==> src/rtl/iir_mon_pkg.sv <==
// iir_mon_pkg: shared state encoding, default sizes and saturating increment for the IIR result monitor.
package iir_mon_pkg;
   typedef enum logic [1:0] {S_IDLE, S_RUN, S_DONE} state_t;
   localparam int NB_DEF = 12;
   localparam int DEPTH_DEF = 8;
   function automatic logic [31:0] sat_inc(input logic [31:0] v, input logic [31:0] max);
      return (v == max) ? v : v + 32'd1;
   endfunction
endpackage

==> src/rtl/mon_sync_fifo.sv <==
// mon_sync_fifo: synchronous FIFO with registered full/empty, extra pointer bit for wrap tracking.
module mon_sync_fifo
   import iir_mon_pkg::*;
#(
   parameter int NB = NB_DEF,
   parameter int DEPTH = DEPTH_DEF
) (
   input  logic          clk,
   input  logic          rst,
   input  logic          push,
   input  logic          pop,
   input  logic [NB-1:0] din,
   output logic [NB-1:0] dout,
   output logic          full,
   output logic          empty,
   output logic          drop
);
   localparam int AW = $clog2(DEPTH);
   logic [NB-1:0] mem [DEPTH];
   logic [AW:0] wr, rd, wr_nxt, rd_nxt;
   logic do_push, do_pop;
   // A push into a full FIFO still lands when the same cycle frees an entry.
   assign do_pop = pop & ~empty;
   assign do_push = push & (~full | do_pop);
   assign drop = push & full & ~do_pop;
   assign wr_nxt = wr + (AW+1)'(do_push);
   assign rd_nxt = rd + (AW+1)'(do_pop);
   assign dout = mem[rd[AW-1:0]];
   always_ff @(posedge clk) begin
      if (rst) begin
         wr <= '0;
         rd <= '0;
         empty <= 1'b1;
         full <= 1'b0;
      end else begin
         wr <= wr_nxt;
         rd <= rd_nxt;
         empty <= wr_nxt == rd_nxt;
         full <= (wr_nxt[AW] != rd_nxt[AW]) && (wr_nxt[AW-1:0] == rd_nxt[AW-1:0]);
      end
   end
   always_ff @(posedge clk)
      if (do_push) mem[wr[AW-1:0]] <= din;
endmodule

==> src/rtl/iir_result_monitor.sv <==
// iir_result_monitor: buffers filter and golden streams, compares pairs in order, counts and flags completion.
// Define MON_TOLERANCE_EN to accept differences of +/-1 LSB.
module iir_result_monitor
   import iir_mon_pkg::*;
#(
   parameter int NB = NB_DEF,
   parameter int DEPTH = DEPTH_DEF,
   parameter int N_SAMPLES = 256,
   parameter int CW = 16
) (
   input  logic          CLK,
   input  logic          RST,
   input  logic          START,
   input  logic [NB-1:0] DIN,
   input  logic          VIN,
   input  logic [NB-1:0] EXP_DIN,
   input  logic          EXP_VIN,
   output logic          ERR,
   output logic [CW-1:0] SAMPLE_CNT,
   output logic [CW-1:0] MISMATCH_CNT,
   output logic          OVF,
   output logic          DONE
);
   localparam logic [31:0] CMAX = 32'({CW{1'b1}});
   state_t state;
   logic run, pop, mism;
   logic d_empty, e_empty, d_full, e_full, d_drop, e_drop;
   logic [NB-1:0] d_q, e_q;
   logic signed [NB:0] diff;
   logic [CW-1:0] s_nxt, m_nxt;
   assign run = state == S_RUN;
   assign pop = run & ~d_empty & ~e_empty;
   mon_sync_fifo #(.NB(NB), .DEPTH(DEPTH)) u_dut_fifo (
      .clk(CLK), .rst(RST), .push(VIN & run), .pop(pop), .din(DIN),
      .dout(d_q), .full(d_full), .empty(d_empty), .drop(d_drop));
   mon_sync_fifo #(.NB(NB), .DEPTH(DEPTH)) u_exp_fifo (
      .clk(CLK), .rst(RST), .push(EXP_VIN & run), .pop(pop), .din(EXP_DIN),
      .dout(e_q), .full(e_full), .empty(e_empty), .drop(e_drop));
   // Sign-extend by one bit so opposite-sign extremes cannot wrap to a false match.
   assign diff = $signed({d_q[NB-1], d_q}) - $signed({e_q[NB-1], e_q});
`ifdef MON_TOLERANCE_EN
   assign mism = !(diff == '0 || diff == {{NB{1'b0}}, 1'b1} || diff == '1);
`else
   assign mism = diff != '0;
`endif
   assign s_nxt = CW'(sat_inc(32'(SAMPLE_CNT), CMAX));
   assign m_nxt = CW'(sat_inc(32'(MISMATCH_CNT), CMAX));
   always_ff @(posedge CLK) begin
      if (RST) begin
         state <= S_IDLE;
         ERR <= 1'b0;
         SAMPLE_CNT <= '0;
         MISMATCH_CNT <= '0;
         OVF <= 1'b0;
         DONE <= 1'b0;
      end else begin
         ERR <= pop & mism;
         if (pop) SAMPLE_CNT <= s_nxt;
         if (pop & mism) MISMATCH_CNT <= m_nxt;
         if (d_drop | e_drop) OVF <= 1'b1;
         if (state == S_IDLE && START) state <= S_RUN;
         if (pop && s_nxt == CW'(N_SAMPLES)) begin
            state <= S_DONE;
            DONE <= 1'b1;
         end
      end
   end
endmodule

==> config.mk <==
export PLATFORM = sky130hd
export DESIGN_NAME = iir_result_monitor
export DESIGN_NICKNAME = d
export VERILOG_FILES = /design/src/rtl/iir_mon_pkg.sv /design/src/rtl/mon_sync_fifo.sv /design/src/rtl/iir_result_monitor.sv
export SDC_FILE = /design/constraint.sdc
export NUM_CORES = 1
export LEC_CHECK = 0
export CORE_ASPECT_RATIO = 2
export CORE_UTILIZATION = 64
export DETAILED_ROUTE_END_ITERATION = 7
export GPL_TIMING_DRIVEN = 0
export HOLD_SLACK_MARGIN = 0.02
export PLACE_DENSITY = 0.85
export SLEW_MARGIN = 20
export SYNTH_ARGS = -nofsm -noshare
export SYNTH_HDL_FRONTEND = slang
export SYNTH_SLANG_ARGS = --single-unit
==> constraint.sdc <==
create_clock -name CLK -period 13.4 [get_ports CLK]
set_clock_uncertainty 0.1 [all_clocks]
set_input_delay 2.68 -clock CLK [delete_from_list [all_inputs] [get_ports CLK]]
set_output_delay 2.68 -clock CLK [all_outputs]
set_load 0.02 [all_outputs]
==> impl_metrics.env, run 1 <==
export IMPL_synth_warnings=0
export IMPL_synth_edff_count=192
export IMPL_max_freq_ghz=0.186
export IMPL_die_x_um=93.9
export IMPL_cts_tree="done"
export IMPL_finalHoldViolCount=0
export IMPL_async_flop_share_pct=0
export IMPL_clockBufferDepth=3
export IMPL_drc_errors=0
export IMPL_grt_max_degree=18
export IMPL_detail_route_wl_per_cell_um=23.1
export IMPL_fin_tns_setup_ns=0
export IMPL_gr_total_overflow=0
export IMPL_wl_um=23500
export IMPL_timing_critical_path_mode_cell="o2111ai_2"
export IMPL_ys_ff_latch=249
export IMPL_fillers=934
export IMPL_tightest_slew_ns=1.03
export IMPL_ant_nets=0
export IMPL_fin_area_um2=12600
export IMPL_placed_area_um2=11800
export IMPL_h_tree_depth=1
export IMPL_finish_utilization_pct=77.1
export IMPL_period_minus_slack_ns=5.38
export IMPL_viasPerCell=6.45
export IMPL_ir_drop_v=0.000184
export IMPL_synth_cell_types=69
export IMPL_worstPathArrival_ns=5.67
export IMPL_dieHeight_um=186
export IMPL_rsz0062_at_grt="no"
export IMPL_final_common_cell="edfxtp_1"
export IMPL_p_total_mw=1.62
export IMPL_syn_num_nets=754
export IMPL_critPathSlowestCell="buf_1"
export IMPL_yosysTopAreaCell="edfxtp_1"
export IMPL_synthTopCellsByArea="edfxtp_1 53%, dfxtp_1 11%, mux4_2 10%"
export IMPL_std_cell_rows=66
export IMPL_slew_headroom_pct=31.6
export IMPL_yosysTopAreaCellShare_pct=53.4
export IMPL_hold_slack_ns=0.349
export IMPL_rr_startpoint="u_dut_fifo.rd[0]"
export IMPL_initial_core_util_pct=66.1
export IMPL_cts_root_buf="clkbuf_16"
export IMPL_finalCritPeriodShare_pct=40.1
export IMPL_io_pins=64
export IMPL_hold_path_class="flop to flop"
export IMPL_hold_start="DONE"
export IMPL_maxCapViolations=0
export IMPL_cp_end_kind="flop"
export IMPL_core_um2=16400
export IMPL_grt_pass1_wl_um=36100
export IMPL_drv_slew=0
export IMPL_grt_pass1_vias=6889
export IMPL_crit_start="u_dut_fifo.rd[0]"
export IMPL_grt_antenna_before_repair=0
export IMPL_design_die_area_um2=17400
export IMPL_syn_inst=703
export IMPL_crit_path_max_incr_delay_ns=0.77
export IMPL_portBuffers=62
export IMPL_hold_buffers=0
export IMPL_criticalPathCategory="flop to flop"
export IMPL_nets=848
export IMPL_vias=6542
export IMPL_num_antenna_cells=0
export IMPL_synth_flop_cell="edfxtp_1"
export IMPL_cts_sinks=249
export IMPL_crit_fanout=10
export IMPL_avgSynthCellArea_um2=15.4
export IMPL_cp_cell_sequence="clkbuf_1 -> buf_1 -> mux4_2 -> mux2_2 -> ha_1 -> nor2b_4 -> o2111ai_2 -> and2_1 -> a211oi_2 -> o2111ai_2 -> o31ai_4 -> buf_8 -> nor3_2 -> mux2_4"
export IMPL_drt_initial_drc_count=350
export IMPL_cts_repair_resize_count=0
export IMPL_startpoint_type="flop"
export IMPL_drive_above_1_share_pct=18.5
export IMPL_ys_seq_area_share_pct=63.9
export IMPL_dr_pass1_iters=6
export IMPL_power_density_nw_per_um2=128
export IMPL_dp_hpwl_um=16500
export IMPL_clock_latency_ns=0.50
export IMPL_cts_reportedPaths_clkPinSlew_ns=0.07
export IMPL_area_growth_pct=16.7
export IMPL_grt_use_total_pct=27.9
export IMPL_outcome="complete, no violations"
export IMPL_required_ns=13.69
export IMPL_numCtsBuffers=21
export IMPL_whs_path_depth=2
export IMPL_rr_worst_depth=14
export IMPL_post_cts_setup_buffers=0
export IMPL_place_congestion=0.885
export IMPL_mostFrequentLayoutCells="192 x edfxtp_1, 62 x clkdlybuf4s50_1, 57 x dfxtp_1"
export IMPL_synthesis_area_um2=10800
export IMPL_setup_viol=0
export IMPL_power_leakage_nw=4.10
==> worst max-delay path, delay by kind of cell (launching register included) <==
kind	cells	cell delay [ns]
simple gates	3	0.54
mux	3	1.21
fa+ha+maj	1	0.35
buf+inv	3	1.42
compound gates	4	1.28
flops	1	0.36
==> stage by stage <==
stage,cells,setup slack (ns)
after floorplan,703,8.82
after global placement,969,7.38
after detailed placement,978,8.02
after CTS,1015,7.99
after global routing,1015,7.73
final,1015,8.02
==> per-layer routing <==
layer / GRT usage, % / part of all wire, % / up-vias
met3: 2.98 / 4.5 / 81
met4: 12.3 / 3.8 / 0
li1: - / - / 2939
met2: 54.1 / 57 / 245
met5: 0 / 0 / -
met1: 29.5 / 35 / 3277
==> sequential cells by signal (all words and copies together), names as in the netlist <==
register and cells:
u_exp_fifo.mem 96, OVF 1, u_exp_fifo.full 1, u_dut_fifo.rd 4
u_exp_fifo.empty 1, u_dut_fifo.mem 96, u_dut_fifo.wr 4, u_exp_fifo.wr 4
state 2, u_exp_fifo.rd 4, SAMPLE_CNT 16, ERR 1
DONE 1, u_dut_fifo.empty 1, MISMATCH_CNT 16, u_dut_fifo.full 1
==> area by class of cell <==
cell class              count  area [um^2]  area share, %
plain buffers              35          183           1.45
clock buffers              24          547           4.33
clock inverters            13          270           2.14
inverters                  11         41.3          0.327
multi-input cells         408         3720           29.5
flip-flops and latches    249         6910           54.8
well taps                 204          255           2.02
repair buffers             71          688           5.46
==> cells in the mapped netlist, types with 5 or more instances <==
| cell | number |
|---|---|
| edfxtp_1 | 192 |
| dfxtp_1 | 57 |
| mux4_2 | 48 |
| nor2_1 | 47 |
| nand2_1 | 33 |
| nand3_1 | 25 |
| a21oi_1 | 23 |
| ha_1 | 22 |
| clkbuf_1 | 19 |
| nor2b_1 | 19 |
| xnor2_1 | 18 |
| mux2i_1 | 15 |
| mux2_2 | 12 |
| o31ai_1 | 12 |
| and3_1 | 11 |
| inv_1 | 11 |
| xor2_1 | 11 |
| buf_1 | 9 |
| or4_1 | 9 |
| o21ai_0 | 8 |
| nor3_1 | 7 |
| nand4_1 | 6 |
| nor3b_1 | 6 |
| a21oi_2 | 5 |
| and4_1 | 5 |
| mux2_4 | 5 |
==> where the power goes <==
group	internal [mW]	switching [mW]	total [mW]
combinational	0.0289	0.0404	0.0693
sequential	0.836	0.00215	0.838
clock	0.448	0.265	0.713
==> logic make-up (layout without fill, tap and decap cells) <==
family | Yosys count | after routing | synth area share (%)
adders and majority gates | 22 | 22 | 2.55
DFF | 249 | 249 | 63.9
buffers and inverters | 46 | 154 | 2.07
xor gates and xnor gates | 29 | 29 | 2.35
and+or+nand+nor | 198 | 198 | 10.2
AOI/OAI and AO/OA | 79 | 79 | 5.55
muxes | 80 | 80 | 13.3
==> path summary, 6_finish.rpt <==
check               endpoint  slack [ns]
min                     DONE        0.35
max          MISMATCH_CNT[7]        8.02
max reg2reg  MISMATCH_CNT[7]        8.02
min reg2reg             DONE        0.35
(Power assumes the default switching activity.)
==> run 2, diff against run 1 <==
--- a/config.mk
+++ b/config.mk
@@ -6,11 +6,11 @@
 export NUM_CORES = 1
 export LEC_CHECK = 0
 export CORE_ASPECT_RATIO = 2
-export CORE_UTILIZATION = 64
+export CORE_UTILIZATION = 54
 export DETAILED_ROUTE_END_ITERATION = 7
 export GPL_TIMING_DRIVEN = 0
 export HOLD_SLACK_MARGIN = 0.02
-export PLACE_DENSITY = 0.85
+export PLACE_DENSITY = 0.76
 export SLEW_MARGIN = 20
 export SYNTH_ARGS = -nofsm -noshare
 export SYNTH_HDL_FRONTEND = slang
==> constraint.sdc (replaced) <==
create_clock -name CLK -period 4.9 [get_ports CLK]
set_clock_uncertainty 0.1 [all_clocks]
set_input_delay 0.98 -clock CLK [delete_from_list [all_inputs] [get_ports CLK]]
set_output_delay 0.98 -clock CLK [all_outputs]
set_load 0.02 [all_outputs]
==> run 2 against run 1 <==
  * Clock power grew 130%
  * Register-to-register slack got worse by 7.9 ns
  * Final cell count is 5.7% higher
  * Critical path type unchanged
  * Critical endpoint is now MISMATCH_CNT[8]
  * Highest routed layer unchanged
==> impl_metrics.env, run 2 (synthesis gave the netlist of run 1 again) <==
export IMPL_outcome="complete, no violations"
export IMPL_grt_use_total_pct=24.1
export IMPL_cp_end_kind="flop"
export IMPL_mostFrequentLayoutCells="192 x edfxtp_1, 62 x clkdlybuf4s50_1, 57 x dfxtp_1"
export IMPL_crit_buf_inv=3
export IMPL_place_congestion=0.877
export IMPL_max_freq_ghz=0.210
export IMPL_area_growth_pct=16.4
export IMPL_post_place_ws_ns=-0.511
export IMPL_fin_area_um2=12600
export IMPL_rsz0062_at_grt="no"
export IMPL_dieHeight_um=202
export IMPL_finalHoldViolCount=0
export IMPL_design_die_area_um2=20600
export IMPL_wl_um=24000
export IMPL_grt_pass1_vias=6846
export IMPL_final_common_cell="edfxtp_1"
export IMPL_crit_family="buffers and inverters"
export IMPL_slew_headroom_pct=40.8
export IMPL_ant_nets=0
export IMPL_drc_errors=0
export IMPL_worstPathArrival_ns=5.04
export IMPL_power_leakage_nw=4.07
export IMPL_finish_utilization_pct=64.6
export IMPL_criticalPathCategory="flop to flop"
export IMPL_cts_reportedPaths_clkPinSlew_ns=0.07
export IMPL_required_ns=5.18
export IMPL_grt_max_degree=20
export IMPL_placed_area_um2=11900
export IMPL_setup_viol=0
export IMPL_h_tree_depth=1
export IMPL_cts_root_buf="clkbuf_16"
export IMPL_maxCapViolations=0
export IMPL_dr_pass1_iters=5
export IMPL_initial_core_util_pct=55.5
export IMPL_portBuffers=62
export IMPL_detail_route_wl_per_cell_um=22.3
export IMPL_power_density_nw_per_um2=328
export IMPL_die_x_um=102
export IMPL_drive_above_1_share_pct=19.8
export IMPL_num_antenna_cells=0
export IMPL_period_minus_slack_ns=4.75
export IMPL_drt_initial_drc_count=308
export IMPL_gr_total_overflow=0
export IMPL_critPathSlowestCell="nor4_1"
export IMPL_clock_latency_ns=0.50
export IMPL_cts_sinks=249
export IMPL_hold_slack_ns=0.355
export IMPL_timing_critical_path_mode_cell="clkbuf_1"
export IMPL_nets=851
export IMPL_ir_drop_v=0.000307
export IMPL_grt_pass1_wl_um=36800
export IMPL_drv_slew=0
export IMPL_numCtsBuffers=21
export IMPL_core_um2=19500
export IMPL_p_total_mw=4.13
export IMPL_startpoint_type="flop"
export IMPL_std_cell_rows=72
export IMPL_dp_hpwl_um=16800
export IMPL_grt_antenna_before_repair=0
export IMPL_tightest_slew_ns=0.888
export IMPL_crit_path_max_incr_delay_ns=0.67
export IMPL_clockBufferDepth=3
export IMPL_worst_slack_ns=0.146
export IMPL_cp_cell_sequence="clkbuf_1 -> clkbuf_1 -> mux4_2 -> mux2i_1 -> ha_1 -> nand3b_1 -> nor2_1 -> nor4_1 -> o2111ai_2 -> o31ai_4 -> buf_8 -> nor4b_2 -> mux2_4"
export IMPL_finalCritPeriodShare_pct=97.0
export IMPL_viasPerCell=6.06
export IMPL_io_pins=64
export IMPL_crit_fanout=10
export IMPL_vias=6506
export IMPL_cts_tree="done"
export IMPL_hold_path_class="flop to flop"
==> run 2: cell types whose count changed in the layout (fill, tap and decap cells not counted), moves of 2 or more <==
cell	delta
bufinv_16	-6
clkbuf_1	-5
buf_1	-4
buf_4	+4
clkbuf_2	+3
clkinv_2	+3
buf_2	+2
clkinv_4	+2
clkinvlp_4	+2
==> run 2: worst paths after layout <==
kind               startpoint              end  slack (ns)  depth (start not counted)
min reg2reg              DONE             DONE        0.35                          2
min                      DONE             DONE        0.35                          2
max          u_exp_fifo.rd[1]  MISMATCH_CNT[8]        0.15                         13
max reg2reg  u_exp_fifo.rd[1]  MISMATCH_CNT[8]        0.15                         13
==> run 2: cell type report <==
class,instances,area (um^2)
clock inverter,16,149
tap,259,324
timing repair buffer,74,714
sequential,249,6910
fill,1454,6880
inverter,11,41.3
multi-input combinational,408,3720
buffer,35,196
clock buffer,21,526
==> run 2: per-stage QoR <==
stage | TNS, ns | cells
2_1_floorplan | 0 | 703
3_3_place_gp | -5.76 | 1024
3_5_place_dp | -7.38 | 1033
4_1_cts | 0 | 1070
5_1_grt | 0 | 1073
6_report | 0 | 1073
==> run 2: repair_timing <==
action,4_1_cts,5_1_grt
setup endpoints to repair,17,17
setup buffers,0,3
pin swaps,1,1
hold buffers,0,0
gates resized for setup,18,4
==> run 2: power by group <==
part	switching [mW]	internal, mW
registers	0.00561	2.29
clock network	0.752	0.900
logic	0.109	0.0793
==> run 2: layer usage <==
| layer | share of wire, % | up-vias | track usage [%] | wire length, um |
|---|---|---|---|---|
| met1 | 34 | 3286 | 24.1 | 8040 |
| met5 | 0 | - | 0 | 0 |
| met3 | 4.2 | 63 | 3.18 | 1010 |
| met4 | 4.0 | 0 | 10.2 | 947 |
| li1 | - | 2947 | - | - |
| met2 | 58 | 210 | 47.2 | 14000 |
==> run 2: tightest hold or removal path: stages (launching register included) <==
cell and delay (ns):
dfxtp_1 0.31, inv_1 0.05, a21oi_1 0.05
